==> src/rtl/memory_access.sv <==
// Memory-access pipeline stage: drives a request/response data bus and extracts load data.
// Optional MEM_MISALIGN_CHECK_EN suppresses misaligned requests and flags them instead.
package memory_access_pkg;

  typedef struct packed {
    logic       MemRead;
    logic       MemWrite;
    logic [1:0] MemSize;
    logic       MemUnsigned;
  } ctl_t;

  typedef struct packed {
    logic [63:0] pc;
    ctl_t        ctl;
    logic [63:0] alu;
    logic [63:0] rs2;
    logic        valid;
  } execute_data_t;

  typedef struct packed {
    logic [63:0] pc;
    ctl_t        ctl;
    logic        valid;
    logic [63:0] result;
    logic        misalign;
  } memory_data_t;

endpackage

module memory_access
  import memory_access_pkg::*;
(
  input  logic          clk,
  input  logic          reset,
  input  execute_data_t dataE,
  input  logic          stalled,
  output logic          dreq_valid,
  output logic [63:0]   dreq_addr,
  output logic [2:0]    dreq_size,
  output logic [7:0]    dreq_strobe,
  output logic [63:0]   dreq_data,
  input  logic          dresp_addr_ok,
  input  logic          dresp_data_ok,
  input  logic [63:0]   dresp_data,
  output memory_data_t  dataM_nxt,
  output logic          mem_wait
);

  typedef enum logic [1:0] {IDLE, ADDR, DATA, HOLD} state_t;

  state_t      state, state_nxt;
  logic [63:0] hold_data;
  logic [2:0]  offset;
  logic [63:0] load_shift;
  logic [63:0] load_ext;
  logic [7:0]  size_mask;
  logic        mem_op;
  logic        misalign;
  logic        issue;
  logic        done;

  assign offset = dataE.alu[2:0];
  assign mem_op = dataE.valid & (dataE.ctl.MemRead | dataE.ctl.MemWrite);

`ifdef MEM_MISALIGN_CHECK_EN
  always_comb begin
    misalign = 1'b0;
    unique case (dataE.ctl.MemSize)
      2'd0: misalign = 1'b0;
      2'd1: misalign = offset[0];
      2'd2: misalign = (offset[1:0] != 2'b00);
      2'd3: misalign = (offset != 3'b000);
    endcase
  end
`else
  assign misalign = 1'b0;
`endif

  assign issue = mem_op & ~misalign;

  // Request fields come straight from dataE, which upstream holds while mem_wait is high.
  always_comb begin
    size_mask = 8'h00;
    unique case (dataE.ctl.MemSize)
      2'd0: size_mask = 8'h01;
      2'd1: size_mask = 8'h03;
      2'd2: size_mask = 8'h0F;
      2'd3: size_mask = 8'hFF;
    endcase
  end

  assign dreq_addr   = issue ? dataE.alu : '0;
  assign dreq_size   = issue ? {1'b0, dataE.ctl.MemSize} : '0;
  assign dreq_strobe = (issue & dataE.ctl.MemWrite) ? (size_mask << offset) : '0;
  assign dreq_data   = issue ? (dataE.rs2 << {offset, 3'b000}) : '0;

  assign load_shift = dresp_data >> {offset, 3'b000};

  always_comb begin
    load_ext = load_shift;
    unique case (dataE.ctl.MemSize)
      2'd0: load_ext = dataE.ctl.MemUnsigned ? {56'd0, load_shift[7:0]}
                                             : {{56{load_shift[7]}}, load_shift[7:0]};
      2'd1: load_ext = dataE.ctl.MemUnsigned ? {48'd0, load_shift[15:0]}
                                             : {{48{load_shift[15]}}, load_shift[15:0]};
      2'd2: load_ext = dataE.ctl.MemUnsigned ? {32'd0, load_shift[31:0]}
                                             : {{32{load_shift[31]}}, load_shift[31:0]};
      2'd3: load_ext = load_shift;
    endcase
  end

  always_comb begin
    state_nxt  = state;
    dreq_valid = 1'b0;
    done       = 1'b0;
    unique case (state)
      IDLE: begin
        if (issue) begin
          dreq_valid = 1'b1;
          if (dresp_addr_ok & dresp_data_ok) done = 1'b1;
          else if (dresp_addr_ok)            state_nxt = DATA;
          else                               state_nxt = ADDR;
        end
      end
      ADDR: begin
        dreq_valid = 1'b1;
        if (dresp_addr_ok & dresp_data_ok) done = 1'b1;
        else if (dresp_addr_ok)            state_nxt = DATA;
      end
      DATA: begin
        if (dresp_data_ok) done = 1'b1;
      end
      HOLD: begin
        if (!stalled) state_nxt = IDLE;
      end
    endcase
    if (done) state_nxt = stalled ? HOLD : IDLE;
    // Reset is asynchronous, so the request is squashed combinationally as well.
    dreq_valid = dreq_valid & reset;
  end

  always_ff @(posedge clk or negedge reset) begin
    if (!reset) begin
      state     <= IDLE;
      hold_data <= '0;
    end else begin
      state <= state_nxt;
      if (done & stalled) hold_data <= load_ext;
    end
  end

  assign mem_wait = issue & ~done & (state != HOLD);

  always_comb begin
    dataM_nxt          = '0;
    dataM_nxt.pc       = dataE.pc;
    dataM_nxt.ctl      = dataE.ctl;
    dataM_nxt.valid    = dataE.valid;
    dataM_nxt.misalign = mem_op & misalign;
    if (dataE.ctl.MemRead) dataM_nxt.result = (state == HOLD) ? hold_data : load_ext;
    else                   dataM_nxt.result = dataE.alu;
  end

endmodule

==> config.mk <==
export PLATFORM = sky130hd
export DESIGN_NAME = memory_access
export DESIGN_NICKNAME = d
export VERILOG_FILES = /design/src/rtl/memory_access.sv
export SDC_FILE = /design/constraint.sdc
export NUM_CORES = 1
export LEC_CHECK = 0
export BUFFER_PORTS_ARGS = -buffer_cell sky130_fd_sc_hd__buf_2
export CORE_AREA = 5 5 210 212
export DETAILED_ROUTE_END_ITERATION = 10
export DIE_AREA = 0 0 215 217
export HOLD_SLACK_MARGIN = 0.08
export PLACE_DENSITY = 0.45
export SETUP_SLACK_MARGIN = 0.5
export SYNTH_ARGS = -nofsm -noshare
export SYNTH_HDL_FRONTEND = slang
export SYNTH_SLANG_ARGS = --single-unit
==> constraint.sdc <==
create_clock -name clk -period 6.16 [get_ports clk]
set_input_delay 1.232 -clock clk [delete_from_list [all_inputs] [get_ports clk]]
set_output_delay 1.232 -clock clk [all_outputs]
set_load 0.02 [all_outputs]
==> metrics.md, run 1 <==
| Metric | Value |
|---|---|
| Post-CTS Setup Bufs | 0 |
| Syn Area/Cell | 7.23 um2 |
| EDFF count, synth | 0 |
| Outcome | completed |
| Netlist Area Pre-Place | slightly below 0.009 mm2 |
| Post-Synth Simple-Gate Area | 25.3% |
| Worst setup path startpoint | dataE[65] |
| Num rows | 75 |
| Crit path time final | around 5.3 ns |
| Worst Clk Skew | 0.00554 ns |
| Peak supply drop | 0.000121 V |
| Synth-to-layout area growth | 26.3% |
| Max Freq | 189 MHz |
| Io pins | around 540 |
| # port buffers | between 400 and 500 |
| Placed wire-length estimate | around 40 mm |
| Synthesis warning total | 0 |
| DIE HEIGHT | 217 um |
| Critical-path cell list | buf_6 -> mux2_2 -> mux4_2 -> a2bb2oi_4 -> and3_1 -> buf_4 -> a21oi_1 -> buf_2 |
| Area fraction in compound gates after synthesis | 24.8% |
| Final setup TNS | 0 ns |
| Endpoints failing setup | 0 |
| Grt peak-use layer | met2 |
| DRC violations left | 0 |
| Data required time of the worst path | between 4 and 5 ns |
| Vias in the first global route | 9,959 |
| Total gr overflow | 0 |
| Sequential area share after synthesis | 19.0% |
| H-tree depth | 3 |
| Crit path largest cell delay | about 0.82 ns |
| Met1 usage | 25.3% |
| MaxCap Viol Count | 0 |
| Tightest Pin Transition | around 1.1 ns |
| Final Hold Fails | 0 |
| Post-DR vias/cell | approximately 5 |
| Multiplexer share of the synthesized area | 18.7% |
| Initial Utilization | 20.8% |
| Crit end category | output port |
| Met3 usage | 6.95% |
| TritonCTS Sinks | 66 |
| HP Start | hold_data[13]$_DFFE_PN0P_ |
| Synth Instances | 1,203 |
| Post-synthesis cell type count | 47 |
| Initial antenna violation count | 36 |
| Min-delay worst type | reg -> reg |
| Clock root buffer | clkbuf_16 |
| Ranking of synthesized cells by area | dfrtp_1, mux2i_1, nor2_1 |
| CTS Hold Bufs | 0 |
| RSZ-0062 raised after global routing | false |
| CTS Buffer Depth | 2 |
| Slowest CP cell | and3_1 |
| Commonest cells after routing, fill and taps aside | buf_2, nor2_1, mux2i_1 |
| Finished Core Util | between 20% and 30% |
| Rel. slew slack | 27.8% |
| GRT met2 Usage | between 30% and 40% |
| ANT nets after route | 0 |
| Worst-Skew Late Latency | around 0.34 ns |
| Worst Path Max Fanout | 34 |
| Final critical-path share of the clock period | 85.9% |
| Initial DRC Count | 690 |
| Share of layout cells above drive strength 1 | between 30 and 40% |
| Clock slew at reported path FFs | 0.06 ns |
| Most common cell after layout, fill and taps aside | buf_2 |
| Post-synthesis xor/xnor area fraction | 0% |
| Async S/R FF share, synth | 100% |
| Routed vias | 10,100 |
| Final wirelength | 49.0 mm |
| Initial DRT Pass Iterations | 7 |
| Pwr Density | 226 mW/mm2 |
| WP data arrival | just over 4 ns |
| CTS tree | built |
| Critical path class | in -> out |
| Pleak | 5.25 nW |
| Core area | 0.0418 mm2 |
| Die area | 0.0467 mm2 |
| Post-synth top area share | about a fifth |
| Hold Slack | 0.471 ns |
| First-pass GRT wire length | 69.7 mm |
| Startpoint Class | primary input |
| Total CTS buffers | 9 |
| Synthesized-area fraction occupied by adder cells | 0% |
| Die Wd | 215 um |
| Cell taking the most area after synthesis | dfrtp_1 |
| Largest family of logic cells by synthesized area | simple AND/OR/NAND/NOR gates |
| Largest net degree at the start of global routing | 74 |
| Reg2reg start | state[1]$_DFFE_PN0P_ |
| GPL Wtd Cong | just over 0.9 |
| Slew Limit Fails | 0 |
| Routed len/inst | ~24 um |
| Final net count | ~1,700 |
| FF+latch count, synth | 66 |
| Top_reg_cell synth | dfrtp_1 |
| Tot GR Track Use | between 10% and 20% |
| CTS-repair resized insts | 0 |
where the power goes:
part | internal (mW) | switching, mW
combinational | 0.448 | 0.761
sequential | 0.639 | 0.105
clock | 0.329 | 0.197
worst max-delay path, delay by kind of cell:
family,cells,cell delay (ns)
and+or+nand+nor,1,0.82
buffers and inverters,3,0.77
AOI/OAI and AO/OA,2,0.26
muxes,2,0.93
routing by layer:
metal	vias up	part of all wire, %
met5	-	0.55
met4	40	2.5
met3	100	8.0
met2	387	46
met1	4822	43
li1	4783	-
worst paths after layout:
kind                                             endpoint  slack, ns  cells after the start
worst max-delay path                        dataM_nxt[54]       0.87                      8
worst min-delay path            hold_data[13]$_DFFE_PN0P_       0.47                      2
worst max register to register  hold_data[55]$_DFFE_PN0P_       3.27                      5
worst min register to register  hold_data[13]$_DFFE_PN0P_       0.47                      2
max in group asynchronous        hold_data[4]$_DFFE_PN0P_       4.42                      2
min in group asynchronous       hold_data[16]$_DFFE_PN0P_       0.81                      1
flip-flops by register name, indices dropped and copies added (netlist names):
name       flops
state          2
hold_data     64
cell type report:
class	instances	area, um2
Sequential cell	66	1650
Antenna cell	15	37.5
Tap cell	539	674
Inverter	10	37.5
Clock buffer	11	253
Fill cell	4678	30800
Multi-Input combinational cell	941	6000
Timing Repair Buffer	441	2290
Clock inverter	3	40.0
synth_stat cells (all sizes together) (20+ instances only):
cell / number
a21oi: 95
nand2: 91
mux2i: 102
o22ai: 30
a211oi: 37
nor2: 167
dfrtp: 66
nor2b: 25
and2: 99
a31oi: 49
mux2: 20
clkbuf: 89
o21ai: 85
or3: 34
buf: 98
per-stage QoR:
step	instance area [um2]	std cells	power [mW]	worst slack (ns)
finish	11000	2026	2.48	0.870
global route	11000	2020	2.67	0.668
CTS	10900	2011	2.51	0.794
detailed placement	10600	1997	1.97	0.800
global placement	10600	1997	1.95	0.834
floorplan	8700	1204	1.57	1.64
cell families (layout without fill, tap and decap cells):
group	after synthesis	count (layout)
compound gates	345	345
flops	66	66
simple gates	455	455
other cells	1	17
buf+inv	197	465
mux	139	139
Note: power is estimated with default switching activity, not from simulation.
==> inputs of run 2 (changes only) <==
--- a/config.mk
+++ b/config.mk
@@ -7,6 +7,7 @@
 export LEC_CHECK = 0
 export BUFFER_PORTS_ARGS = -buffer_cell sky130_fd_sc_hd__buf_2
 export CORE_AREA = 5 5 210 212
+export CTS_BUF_LIST = sky130_fd_sc_hd__clkbuf_8
 export DETAILED_ROUTE_END_ITERATION = 10
 export DIE_AREA = 0 0 215 217
 export HOLD_SLACK_MARGIN = 0.08
==> metrics.md, run 2 (synthesis gave the netlist of run 1 again) <==
| Metric | Value |
|---|---|
| Sw Share | between 40 and 50% |
| Hold Slack | 0.477 ns |
| Endpoints failing setup | 0 |
| Share of layout cells above drive strength 1 | 34.4% |
| Final Hold Fails | 0 |
| Total gr overflow | 0 |
| Sw Pwr | ~1.0 mW |
| Largest regs | hold_data x64, state x2 |
| CTS Buffer Depth | 2 |
| Filler instances | 4,689 |
| H-tree depth | 3 |
| Most flops, register | hold_data |
| Max FFs per register | 64 |
| Outcome | completed |
| Tot GR Track Use | between 10% and 20% |
| Initial antenna violation count | 34 |
| Pint | 1.29 mW |
| WP data arrival | around 4 ns |
| Worst hold stages | 2 |
| Total CTS buffers | 9 |
| Vias in the first global route | just under 10,000 |
| Largest net degree at the start of global routing | 74 |
| # port buffers | 412 |
| Final critical-path share of the clock period | a little under nine tenths |
| R2R depth | 5 |
| Worst Path Max Fanout | 34 |
| Initial DRC Count | 717 |
| Critical path class | in -> out |
| Initial DRT Pass Iterations | 5 |
| Die Wd | about 220 um |
| Pwr Density | roughly 210 mW/mm2 |
| Final net count | 1,736 |
| Clock slew at reported path FFs | 0.07 ns |
| CTS Hold Bufs | 0 |
| Clock share of power | 16.4% |
| Startpoint Class | primary input |
| Synth-to-layout area growth | 25.1% |
| Initial Utilization | 20.8% |
| First-pass GRT wire length | 69.9 mm |
| Crit path time final | 5.30 ns |
| Routed len/inst | 24.2 um |
| RSZ-0062 raised after global routing | false |
| Slew Limit Fails | 0 |
| Routed vias | around 10,000 |
| Clock root buffer | clkbuf_8 |
| Rel. slew slack | approximately a quarter |
| Worst-Skew Late Latency | 0.37 ns |
| DRC violations left | 0 |
| ANT nets after route | 0 |
| Commonest cells after routing, fill and taps aside | buf_2, nor2_1, mux2i_1 |
| Peak supply drop | between 0.0001 and 0.00015 V |
| CTS-repair resized insts | 0 |
| Post-DR vias/cell | 5.00 |
| DIE HEIGHT | 217 um |
| MaxCap Viol Count | 0 |
| Max Freq | 189 MHz |
| Seq pwr share | 31.8% |
| Total Power | roughly 2.3 mW |
| GPL Wtd Cong | 0.907 |
| Combinational share of power | between 50% and 60% |
| Crit end category | output port |
| Tightest Pin Transition | 1.10 ns |
| Worst Clk Skew | 0.00679 ns |
| Final setup TNS | 0 ns |
| Data required time of the worst path | between 4 and 5 ns |
| Pleak | about 5.2 nW |
| Final wirelength | 48.9 mm |
| Core area | 0.0418 mm2 |
| Min-delay worst type | reg -> reg |
| Most common cell after layout, fill and taps aside | buf_2 |
| Io pins | 543 |
| Num rows | 75 |
| Die area | 0.0467 mm2 |
| TritonCTS Sinks | 66 |
| Placed wire-length estimate | 39.0 mm |
| Post-CTS Setup Bufs | 0 |
| CTS tree | built |
==> run 2: critical path, stage by stage <==
cell and delay, ns:
buf_6 0.29, mux2_2 0.40, mux4_2 0.53, a2bb2oi_4 0.17
and3_1 0.82, buf_4 0.33, a21oi_1 0.09, buf_2 0.16
==> run 2: cell type report <==
cell class,count,area [um2],area share [%]
flip-flops and latches,66,1650,15.2
repair buffers,441,2290,21.0
well taps,539,674,6.20
inverters,10,37.5,0.345
clock buffers,11,151,1.39
diodes,14,35.0,0.322
clock inverters,3,40.0,0.368
multi-input cells,941,6000,55.1
==> run 2: metal layers <==
| layer | vias up | part of all wire, % | global-route usage (%) |
|---|---|---|---|
| li1 | 4790 | - | - |
| met1 | 4858 | 43 | 25.7 |
| met2 | 352 | 47 | 32.7 |
| met3 | 94 | 7.2 | 6.21 |
| met4 | 38 | 2.0 | 4.10 |
| met5 | - | 0.53 | 0 |
==> run 2: through the flow <==
step	utilization, %	area, um2	setup WS, ns	cells
after global placement	25.5	10600	0.834	1997
after floorplan	-	8700	1.64	1204
after CTS	26.0	10800	0.794	2011
after detailed placement	25.5	10600	0.800	1997
after global routing	26.0	10900	0.668	2019
final	26.0	10900	0.861	2025
==> run 2: final timing paths <==
| path | from | to | slack, ns |
|---|---|---|---|
| worst min register to register | hold_data[9]$_DFFE_PN0P_ | hold_data[9]$_DFFE_PN0P_ | 0.48 |
| min in group asynchronous | reset | hold_data[16]$_DFFE_PN0P_ | 0.77 |
| worst max register to register | state[1]$_DFFE_PN0P_ | hold_data[55]$_DFFE_PN0P_ | 3.28 |
| worst min-delay path | hold_data[9]$_DFFE_PN0P_ | hold_data[9]$_DFFE_PN0P_ | 0.48 |
| max in group asynchronous | reset | hold_data[4]$_DFFE_PN0P_ | 4.45 |
| worst max-delay path | dataE[65] | dataM_nxt[54] | 0.86 |
==> run 2: power by group through the flow <==
| stage | sequential, mW | clock, mW | combinational [mW] |
|---|---|---|---|
| floorplan | 0.715 | 0 | 0.855 |
| global placement | 0.743 | 0 | 1.21 |
| detailed placement | 0.748 | 0 | 1.22 |
| CTS | 0.742 | 0.404 | 1.22 |
| global route | 0.771 | 0.421 | 1.34 |
| finish | 0.743 | 0.382 | 1.21 |
==> inputs of run 3 (changes only) <==
--- a/config.mk
+++ b/config.mk
@@ -6,13 +6,14 @@
 export NUM_CORES = 1
 export LEC_CHECK = 0
 export BUFFER_PORTS_ARGS = -buffer_cell sky130_fd_sc_hd__buf_2
-export CORE_AREA = 5 5 210 212
+export CORE_AREA = 2 2 213 215
 export CTS_BUF_LIST = sky130_fd_sc_hd__clkbuf_8
 export DETAILED_ROUTE_END_ITERATION = 10
 export DIE_AREA = 0 0 215 217
 export HOLD_SLACK_MARGIN = 0.08
-export PLACE_DENSITY = 0.45
+export PLACE_DENSITY = 0.46
 export SETUP_SLACK_MARGIN = 0.5
+export SLEW_MARGIN = 30
 export SYNTH_ARGS = -nofsm -noshare
 export SYNTH_HDL_FRONTEND = slang
 export SYNTH_SLANG_ARGS = --single-unit
==> metrics.md, run 3 (synthesis gave the netlist of run 1 again) <==
| Metric | Value |
|---|---|
| Buf/Inv on CP | 2 |
| DIE HEIGHT | 217 um |
| Combinational share of power | ~50% |
| Crit end category | output port |
| Tightest Pin Transition | 1.06 ns |
| Met3 usage | 6.12% |
| Critical path class | in -> out |
| Sw Share | 44.3% |
| Tot GR Track Use | 19.3% |
| CTS tree | built |
| Total gr overflow | 0 |
| Met1 usage | between 20% and 30% |
| Routed len/inst | 22.7 um |
| Max FFs per register | between 60 and 70 |
| Largest net degree at the start of global routing | 83 |
| ANT nets after route | 0 |
| Die Wd | 215 um |
| Final Hold Fails | 0 |
| MaxCap Viol Count | 0 |
| Final setup TNS | 0 ns |
| RSZ-0062 raised after global routing | false |
| Slew Limit Fails | 0 |
| Total Power | 2.43 mW |
| CTS-repair resized insts | 0 |
| Vias in the first global route | 9,711 |
| Most common cell after layout, fill and taps aside | buf_2 |
| Initial DRT Pass Iterations | 5 |
| Endpoints failing setup | 0 |
| Min-delay worst type | reg -> reg |
| Post-DR vias/cell | 4.91 |
| Largest regs | hold_data x64, state x2 |
| Seq pwr share | 30.4% |
| Clock slew at reported path FFs | 0.08 ns |
| Worst Clk Skew | roughly 0.012 ns |
| Finished Core Util | 24.6% |
| Filler instances | roughly 5,100 |
| Share of layout cells above drive strength 1 | 34.3% |
| Final non-filler cell total | 2,088 |
| Die area | 0.0467 mm2 |
| Placed wire-length estimate | 37.6 mm |
| Pleak | 5.20 nW |
| Hold Slack | 0.478 ns |
| Outcome | completed |
| CTS Hold Bufs | 0 |
| Fin area | 0.0110 mm2 |
| Max Freq | about 200 MHz |
| Startpoint Class | primary input |
| Initial antenna violation count | 36 |
| Final worst setup slack | 1.09 ns |
| Critical-path cell list | buf_6 -> mux2i_1 -> mux4_2 -> nor2_1 -> nor3_1 -> o21ai_0 -> buf_2 |
| Dpl cells | 2,053 |
| Peak supply drop | between 0.0001 and 0.00015 V |
| WP data arrival | between 3 and 4 ns |
| Initial Utilization | about a fifth |
| Crit path time final | 5.07 ns |
| Commonest cells after routing, fill and taps aside | buf_2, nor2_1, mux2i_1 |
| Worst Path Max Fanout | 49 |
| GPL Wtd Cong | just under 0.9 |
| Final wirelength | about 47 mm |
| DRC violations left | 0 |
| Post-CTS Setup Bufs | 0 |
| Worst-Skew Late Latency | a little under 0.4 ns |
| Final critical-path share of the clock period | between 80 and 90% |
| Clock root buffer | clkbuf_8 |
| Most flops, register | hold_data |
| GRT met2 Usage | 31.9% |
| Pre-CTS WS | between 1 and 1.5 ns |
| CTS Buffer Depth | 2 |
| H-tree depth | 3 |
| Rel. slew slack | roughly 30% |
| Core area | about 0.045 mm2 |
| # port buffers | 412 |
| Io pins | 543 |
| Data required time of the worst path | 4.93 ns |
| First-pass GRT wire length | 67.2 mm |
| TritonCTS Sinks | 66 |
| Worst R2R Setup Slack | between 3 and 4 ns |
| Synth-to-layout area growth | 26.4% |
| Routed vias | just over 10,000 |
| Initial DRC Count | between 700 and 800 |
| Crit path largest cell delay | roughly 0.7 ns |
| Final net count | 1,731 |
| Total CTS buffers | 9 |
| Num rows | 78 |
| Pint | 1.35 mW |
| Slowest CP cell | nor3_1 |
| Largest delay share family, worst path | multiplexers |
| Grt peak-use layer | met2 |
| Sw Pwr | roughly 1.1 mW |
| Clock share of power | about a fifth |
| DP Area | 0.0107 mm2 |
| Pwr Density | 221 mW/mm2 |
[run 3: cell types whose count changed in the layout (fill, tap and decap cells not counted), sizes merged]
cell | before | now
clkbuf | 11 | 9
inv | 10 | 11
diode | 14 | 19
clkinvlp | 0 | 1
bufinv | 1 | 3
buf | 441 | 436
[run 3: worst min-delay path: stages (launching register included)]
cell and delay [ns]:
dfrtp_1 0.34, nand2_1 0.04, o21ai_0 0.06
[run 3: power groups by stage]
stage,logic (mW),clock network (mW),registers (mW)
global route,1.32,0.522,0.766
global placement,1.20,0,0.739
finish,1.21,0.487,0.738
floorplan,0.855,0,0.715
CTS,1.21,0.502,0.738
detailed placement,1.21,0,0.746
[run 3: final cells by class]
| type | count | area (um2) | area share, % |
|---|---|---|---|
| Multi-Input combinational cell | 941 | 6000 | 54.6 |
| Antenna cell | 19 | 47.5 | 0.433 |
| Sequential cell | 66 | 1650 | 15.0 |
| Timing Repair Buffer | 436 | 2250 | 20.5 |
| Clock buffer | 9 | 124 | 1.13 |
| Inverter | 10 | 37.5 | 0.342 |
| Tap cell | 600 | 751 | 6.83 |
| Clock inverter | 7 | 126 | 1.15 |
[run 3: metal layers]
layer  part of all wire [%]  vias to the layer above
met5                   0.36                        -
met4                    2.1                       28
met3                    8.2                       80
met2                     47                      415
met1                     42                     4938
li1                       -                     4783
[run 3: final timing paths]
check	start	endpoint	cells after the start
max	dataE[65]	dataM_nxt[13]	7
min	hold_data[11]$_DFFE_PN0P_	hold_data[11]$_DFFE_PN0P_	2
max reg2reg	state[1]$_DFFE_PN0P_	hold_data[49]$_DFFE_PN0P_	5
min reg2reg	hold_data[11]$_DFFE_PN0P_	hold_data[11]$_DFFE_PN0P_	2
max in group asynchronous	reset	hold_data[47]$_DFFE_PN0P_	2
min in group asynchronous	reset	hold_data[13]$_DFFE_PN0P_	1
